$ cat config.mk
export PLATFORM = sky130hd
export DESIGN_NAME = rr_arbiter8
export DESIGN_NICKNAME = d
export VERILOG_FILES = /design/src/rtl/rr_arbiter8.sv
export SDC_FILE = /design/constraint.sdc
export NUM_CORES = 1
export LEC_CHECK = 0
export CORE_UTILIZATION = 54
export DETAILED_ROUTE_END_ITERATION = 8
export GPL_ROUTABILITY_DRIVEN = 0
export HOLD_SLACK_MARGIN = 0.06
export PLACE_DENSITY_LB_ADDON = 0.25
export SLEW_MARGIN = 20
export SYNTH_ARGS = -nofsm -noshare
export SYNTH_HDL_FRONTEND = slang
export SYNTH_SLANG_ARGS = --single-unit
$ cat constraint.sdc
create_clock -name clk -period 3.9 [get_ports clk]
set_input_delay 0.78 -clock clk [delete_from_list [all_inputs] [get_ports clk]]
set_output_delay 0.78 -clock clk [all_outputs]
set_load 0.01 [all_outputs]
$ cat src/rtl/rr_arbiter8.sv
// rr_arbiter8: round-robin arbiter for 8 requesters sharing one resource.
// Grant is a registered 3-bit index, decoded to a registered one-hot vector.
// Optional feature macro: ARB_TIMEOUT_EN (forces re-arbitration after
// HOLD_MAX consecutive cycles of holding while the holder keeps requesting).
module rr_arbiter8 #(
  parameter int HOLD_MAX = 4,
  parameter int CNT_W    = 8
) (
  input  logic       clk,
  input  logic       rst,
  input  logic       en,
  input  logic [7:0] req,
  output logic [7:0] gnt,
  output logic [2:0] gnt_idx,
  output logic       gnt_valid
);

  typedef enum logic {S_IDLE, S_GRANT} state_t;

  // Elaboration-time parameter sanity check.
  generate
    if (HOLD_MAX < 1 || HOLD_MAX > 255 || (1 << CNT_W) <= HOLD_MAX) begin : g_bad_param
      $error("rr_arbiter8: illegal HOLD_MAX/CNT_W combination");
    end
  endgenerate

  state_t     r_state, w_state_nxt;
  logic [2:0] r_ptr, w_ptr_nxt;
  logic [2:0] r_gnt_idx, w_idx_nxt;
  logic       r_gnt_valid, w_valid_nxt;
  logic [7:0] r_gnt, w_gnt_nxt;
  logic [2:0] w_search;
  logic       w_take;
`ifdef ARB_TIMEOUT_EN
  logic [CNT_W-1:0] r_hold_cnt, w_cnt_nxt;
`endif

  // Round-robin search from ptr+1; ptr itself is examined last (k=8 wraps to 0).
  // Scanning k downwards lets the nearest requester win the final assignment.
  always_comb begin
    w_search = r_ptr;
    for (int k = 8; k >= 1; k--) begin
      if (req[r_ptr + 3'(k)]) w_search = r_ptr + 3'(k);
    end
  end

  // Next-state logic: decide whether to take a new grant, hold, or drop.
  always_comb begin
    w_state_nxt = r_state;
    w_ptr_nxt   = r_ptr;
    w_idx_nxt   = r_gnt_idx;
    w_valid_nxt = r_gnt_valid;
    w_take      = 1'b0;
`ifdef ARB_TIMEOUT_EN
    w_cnt_nxt   = r_hold_cnt;
`endif
    case (r_state)
      S_IDLE: begin
        w_valid_nxt = 1'b0;
`ifdef ARB_TIMEOUT_EN
        w_cnt_nxt   = '0;
`endif
        if (en && (|req)) w_take = 1'b1;
      end
      S_GRANT: begin
        if (!en) begin
          // Drop mid-hold; ptr keeps its value so fairness resumes where it left off.
          w_state_nxt = S_IDLE;
          w_valid_nxt = 1'b0;
        end else if (!req[r_gnt_idx]) begin
          // Release: the holder no longer requests, so any remaining request
          // is another agent and is handed over without a dead cycle.
          if (|req) begin
            w_take = 1'b1;
          end else begin
            w_state_nxt = S_IDLE;
            w_valid_nxt = 1'b0;
          end
        end
`ifdef ARB_TIMEOUT_EN
        else if (r_hold_cnt == CNT_W'(HOLD_MAX - 1)) begin
          // Holder considered last (ptr == holder), so it is re-granted only
          // when nobody else is waiting.
          w_take = 1'b1;
        end else if (r_hold_cnt != {CNT_W{1'b1}}) begin
          w_cnt_nxt = r_hold_cnt + 1'b1;
        end
`endif
      end
      default: begin
        w_state_nxt = S_IDLE;
        w_valid_nxt = 1'b0;
      end
    endcase

    if (w_take) begin
      w_state_nxt = S_GRANT;
      w_valid_nxt = 1'b1;
      w_idx_nxt   = w_search;
      w_ptr_nxt   = w_search;
`ifdef ARB_TIMEOUT_EN
      w_cnt_nxt   = '0;
`endif
    end
  end

  // One-hot decode of the next index, gated by the next valid (decoder enable).
  always_comb begin
    w_gnt_nxt = w_valid_nxt ? (8'b1 << w_idx_nxt) : 8'h00;
  end

  // State and output registers; async reset points ptr at 7 so agent 0 goes first.
  always_ff @(posedge clk or posedge rst) begin
    if (rst) begin
      r_state     <= S_IDLE;
      r_ptr       <= 3'd7;
      r_gnt_idx   <= 3'd0;
      r_gnt_valid <= 1'b0;
      r_gnt       <= 8'h00;
    end else begin
      r_state     <= w_state_nxt;
      r_ptr       <= w_ptr_nxt;
      r_gnt_idx   <= w_idx_nxt;
      r_gnt_valid <= w_valid_nxt;
      r_gnt       <= w_gnt_nxt;
    end
  end

`ifdef ARB_TIMEOUT_EN
  // Consecutive-hold counter, only present when the timeout is built in.
  always_ff @(posedge clk or posedge rst) begin
    if (rst) r_hold_cnt <= '0;
    else     r_hold_cnt <= w_cnt_nxt;
  end
`endif

  assign gnt       = r_gnt;
  assign gnt_idx   = r_gnt_idx;
  assign gnt_valid = r_gnt_valid;

endmodule

## After elaboration in Yosys (flattened, before gate mapping)

Cells that the tools add are included.

- Bits in registers: 16
- Logic and storage cells: 63
- Output and inout port bits: 12
- Bits of input ports: 11

- Order comparisons: 8
- Shift-type cells: 1
- $add $sub $neg: 7
- Multiplexer cells: 39
- Reduce and logical (&&, ||, !) cells: 2
- Bitwise gates (word level): 1

Operator list:

| operator | count |
|---|---|
| 3-bit by 4-bit < comparator with 1-bit output, second input constant | 8 |
| 1-bit binary-select mux with 3-bit select | 8 |
| 3-bit 2-to-1 mux | 8 |
| 1-bit 2-to-1 mux | 20 |
| 3-bit adder, second input constant | 4 |
| 8-bit 2-to-1 mux | 1 |
| 8-bit OR reduction | 1 |
| 1-bit by 3-bit left shift with 8-bit output, first input constant | 1 |
| 3-bit by 2-bit adder with 3-bit output, second input constant | 2 |
| 1-bit case mux with 2 select lines | 2 |
| 3-bit by 1-bit adder with 3-bit output, second input constant | 1 |
| 1-bit logical AND | 1 |
| 1-bit inverter | 1 |

## Longest topological paths before layout

- Depth after elaboration: 13
- Gate-level depth with buffers: 13
- Mapped depth without buffers: 10

## Worst setup path before layout

Ideal clock, no wire load.

- Path type: register -> register
- Start point: register r_ptr[0]
- End point: register r_gnt[0], in the netlist gnt[0]
- Stages on the path, launching flop included: 14
- Buffers on the path: 3
- Path slack: 0.581 ns
- Required time: 3.814 ns
- Clock period less this slack: 3.319 ns
- Arrival: 3.233 ns
- Library setup time: 0.086 ns
- Path through: dfstp_2 buf_6 buf_2 inv_1 ha_1 buf_2 mux4_2 mux2_2 a211oi_2 o31ai_4 xnor2_2 mux2i_4 inv_2 nor3_1

- Cells in the longest elaborated chain, start to end: 13
- Elaborated cells between the ends (all ways): 31
- Those cells by class: 7 x add/sub; 1 x shift; 23 x mux

Ends and longest elaborated chain:

| element | line | source |
|---|---|---|
| from (decl) | 28 | `logic [2:0] r_ptr, w_ptr_nxt;` |
| from (signal assigned) | 122 | `r_ptr <= w_ptr_nxt;` |
| 3-bit adder | 43 | `if (req[r_ptr + 3'(k)]) w_search = r_ptr + 3'(k);` |
| 1-bit binary-select mux with 3-bit select | 43 |  |
| 1-bit 2-to-1 mux (not written as such) | 43 |  |
| 3-bit 2-to-1 mux (6 in series) | 43 |  |
| 3-bit 2-to-1 mux * | 43 |  |
| 3-bit 2-to-1 mux * | 96 | `if (w_take) begin` |
| via w_idx_nxt[0] | 29 | `logic [2:0] r_gnt_idx, w_idx_nxt;` |
| 1-bit by 3-bit left shift with 8-bit output * | 109 | `w_gnt_nxt = w_valid_nxt ? (8'b1 << w_idx_nxt) : 8'h00;` |
| 8-bit 2-to-1 mux * | 109 |  |
| via w_gnt_nxt[0] | 31 | `logic [7:0] r_gnt, w_gnt_nxt;` |
| to (signal assigned) | 125 | `r_gnt <= w_gnt_nxt;` |
| to (decl) | 31 |  |

Mark *: on every way through the listed nets, which the timed path passes. The rest lies on a longest branch. The select of a mux whose other input is x is not followed.
A chain may end at the register's enable or synchronous reset.

## Final worst setup path

- Start point: input port req[3]
- End point: register r_gnt[1], in the netlist gnt[1]

- Cells in the longest elaborated chain, start to end: 12
- Elaborated cells between the ends (all ways): 38
- Those cells by class: 1 x shift; 35 x mux; 2 x reduce/logical

Ends and longest elaborated chain:

| element | line | source |
|---|---|---|
| from (decl) | 12 | `input logic [7:0] req,` |
| 1-bit binary-select mux with 3-bit select | 43 |  |
| 1-bit 2-to-1 mux (not written as such) | 43 |  |
| 3-bit 2-to-1 mux (7 in series) | 43 |  |
| 3-bit 2-to-1 mux | 96 |  |
| 1-bit by 3-bit left shift with 8-bit output | 109 |  |
| 8-bit 2-to-1 mux * | 109 |  |
| via w_gnt_nxt[1] | 31 |  |

Marks and branches as above.

==> flow_summary.toml <==
[status]
outcome = "complete, no violations"

[timing]
skew_ns = 0.00376
final_max_slew_viol_count = 0
finalSetupViolations = 0
finalCritPeriodShare_pct = 84.7
worstMarginPinSlew_ns = 0.579
setup-tns-final_ns = 0
finalWorstPathRequiredPeriod_ns = 3.30
rsz0062_at_grt = "no"
hold_viol = 0
fmax_mhz = 303
maxSlewHeadroom_pct = 61.3
whs_ns = 0.619
setup_ws_ns = 0.596

[worst_setup_path]
cp-start-kind = "input pin"
cp_cell_sequence = "clkdlybuf4s50_1 -> mux4_2 -> mux2_1 -> nand2_1 -> and2_1 -> mux2i_1 -> o211ai_1 -> nor3_1"
cp_max_fo = 11
ff2ff_path_depth = 10
critPathRequiredTime_ns = 4.08
criticalPathCategory = "input pin to register"
path_depth = 8
critPathArrivalTime_ns = 3.49
worst-r2r-setup-slack_ns = 0.72
slowest_stage = "clkdlybuf4s50_1"
max_stage_delay_ns = 0.58
endpoint_kind = "register"
crit_family = "multiplexers"
cp.buffers_inverters = 1

[placed_design]
dp_cells = 192
dp_slack_ns = 0.331
portBuffers = 22
place_hpwl_um = 2650

[yosys]
ys_async_sr_fraction_pct = 100
synth_cell_type_count = 49
synth_enable_flop_cells = 0
syn_nets = 159
synth_most_common_cell = "dfrtp_1"
ys_ff_latch = 16
avgSynthCellArea_um2 = 10.6
postSynthCellCount = 146
synth_flop_cell = "dfrtp_1"
netlist.area_leader.share_pct = 21.1
netlist_area_mm2 = 0.00155
synth.area.top_cells = "dfrtp_1, mux4_2, mux2i_1, dfstp_2, mux2_2"
yosysTopAreaCell = "dfrtp_1"
synth_common_cells = "dfrtp_1, mux4_2, nand2_1"
ys_warn_count = 0
seq_area_frac_synth_pct = 26.2

[clock_network]
clk_pin_slew_ns = 0.09
cts_sinks = 16
cts_buffer_depth = 2
clk_latency_ns = 0.28
cts_tree = "yes"
holdBufCountCts = 0
cts_root_buffer = "clkbuf_4"
htree_levels = 1
postCtsSetupRepairBufs = 0
post_cts_resized = 0
cts_buffers = 3

[finish]
area_growth_pct = 16.2
instances_no_fill = 196
drive_above_1_share_pct = 23.6
n_antenna_cell = 0
nets = 179
fill_cells = 214

[global_routing]
grt_pass1_wl_um = 6090
first_global_vias = 1276
grt_usage_pct = 24.9
gr-total-overflow = 0
antenna_found_initial = 0
grt_max_degree = 21

[flow_run]
drv_cap = 0

[worst_hold_path]
holdCritPathClass = "register to register"
whs_path_depth = 2

[routing]
avgViaCountPerCell = 6.45
ant_nets = 0
vias = 1265
dr.pass1.iters = 6
route.detailed.drc = 0
drtIter0Drc = 61
routed_wl_um = 3530
post_drt_wl_per_cell_um = 18.0

[floorplan]
die_y_um = 55.5
die_area_mm2 = 0.00308
die_w_um = 55.5
io-pin-count = 23
start_util_pct = 56.5
fp-row-count = 19
core_area_mm2 = 0.00273
[flip-flops by register name, indices dropped and copies added (netlist names)]
signal and flops:
r_state 1, gnt_valid 1, gnt_idx 3, gnt 8, r_ptr 3
[stage by stage]
| stage | utilization [%] | cell area (µm²) |
|---|---|---|
| finish | 65.7 | 1800 |
| global placement | 64.3 | 1760 |
| detailed placement | 64.3 | 1760 |
| CTS | 65.7 | 1800 |
| floorplan | - | 1550 |
| global route | 65.7 | 1800 |
[kinds of logic (layout without fill, tap and decap cells)]
logic type      count (synthesis)  count (layout)  synth area share, %
simple gates                   43              43                 13.3
fa+ha+maj                       2               2                 1.62
flops                          16              16                 26.2
compound gates                 32              32                 17.5
buf+inv                        17              36                 5.83
xor+xnor                        5               5                 4.29
mux                            31              31                 31.3
[layout make-up]
type | instances | area [µm²] | share of cell area [%]
inverters | 8 | 30.0 | 1.67
clock buffers | 4 | 36.3 | 2.02
multi-input cells | 113 | 1050 | 58.5
repair buffers | 24 | 235 | 13.1
flip-flops and latches | 16 | 404 | 22.5
well taps | 31 | 38.8 | 2.16
[placed cells by master, fill, tap and decap left out, types with 2 or more instances in the layout]
cell type	synthesis	final
a21oi_1	5	5
nor3_1	10	10
mux4_2	12	12
a221oi_1	2	2
mux2_2	5	5
dfrtp_1	13	13
ha_1	2	2
nor4_1	2	2
o31ai_1	2	2
dfstp_2	3	3
nand3_1	2	2
clkdlybuf4s50_1	0	22
nor2b_1	4	4
nand2_1	12	12
o21ai_0	4	4
xnor2_2	2	2
nor2_1	9	9
clkbuf_4	0	3
buf_4	2	2
inv_1	6	6
o211ai_1	3	3
mux2i_1	11	11
inv_2	2	2
o22a_1	2	2
[worst min-delay path: cells and delay by family, from the launching register on]
kind	cells	cell delay [ns]
AO/OA/AOI/OAI	1	0.11
flip-flops	1	0.38
buffers and inverters	1	0.12
[path summary, 6_finish.rpt]
path | startpoint | to
max | req[3] | gnt[1]$_DFF_PP0_
min in group asynchronous | rst | gnt[3]$_DFF_PP0_
min reg2reg | r_ptr[1]$_DFFE_PP1N_ | r_ptr[1]$_DFFE_PP1N_
max reg2reg | r_ptr[1]$_DFFE_PP1N_ | gnt[2]$_DFF_PP0_
max in group asynchronous | rst | r_ptr[2]$_DFFE_PP1N_
min | r_ptr[1]$_DFFE_PP1N_ | r_ptr[1]$_DFFE_PP1N_
[routing by layer]
layer	vias to the layer above	track usage, %	routed length, µm
li1	605	-	-
met1	618	33.9	1510
met2	34	40.6	1810
met3	8	2.58	125
met4	0	11.1	82
met5	-	0	0
Power is not shown: default switching activity piles up to over one toggle a cycle in this logic, so the estimate is an artifact.
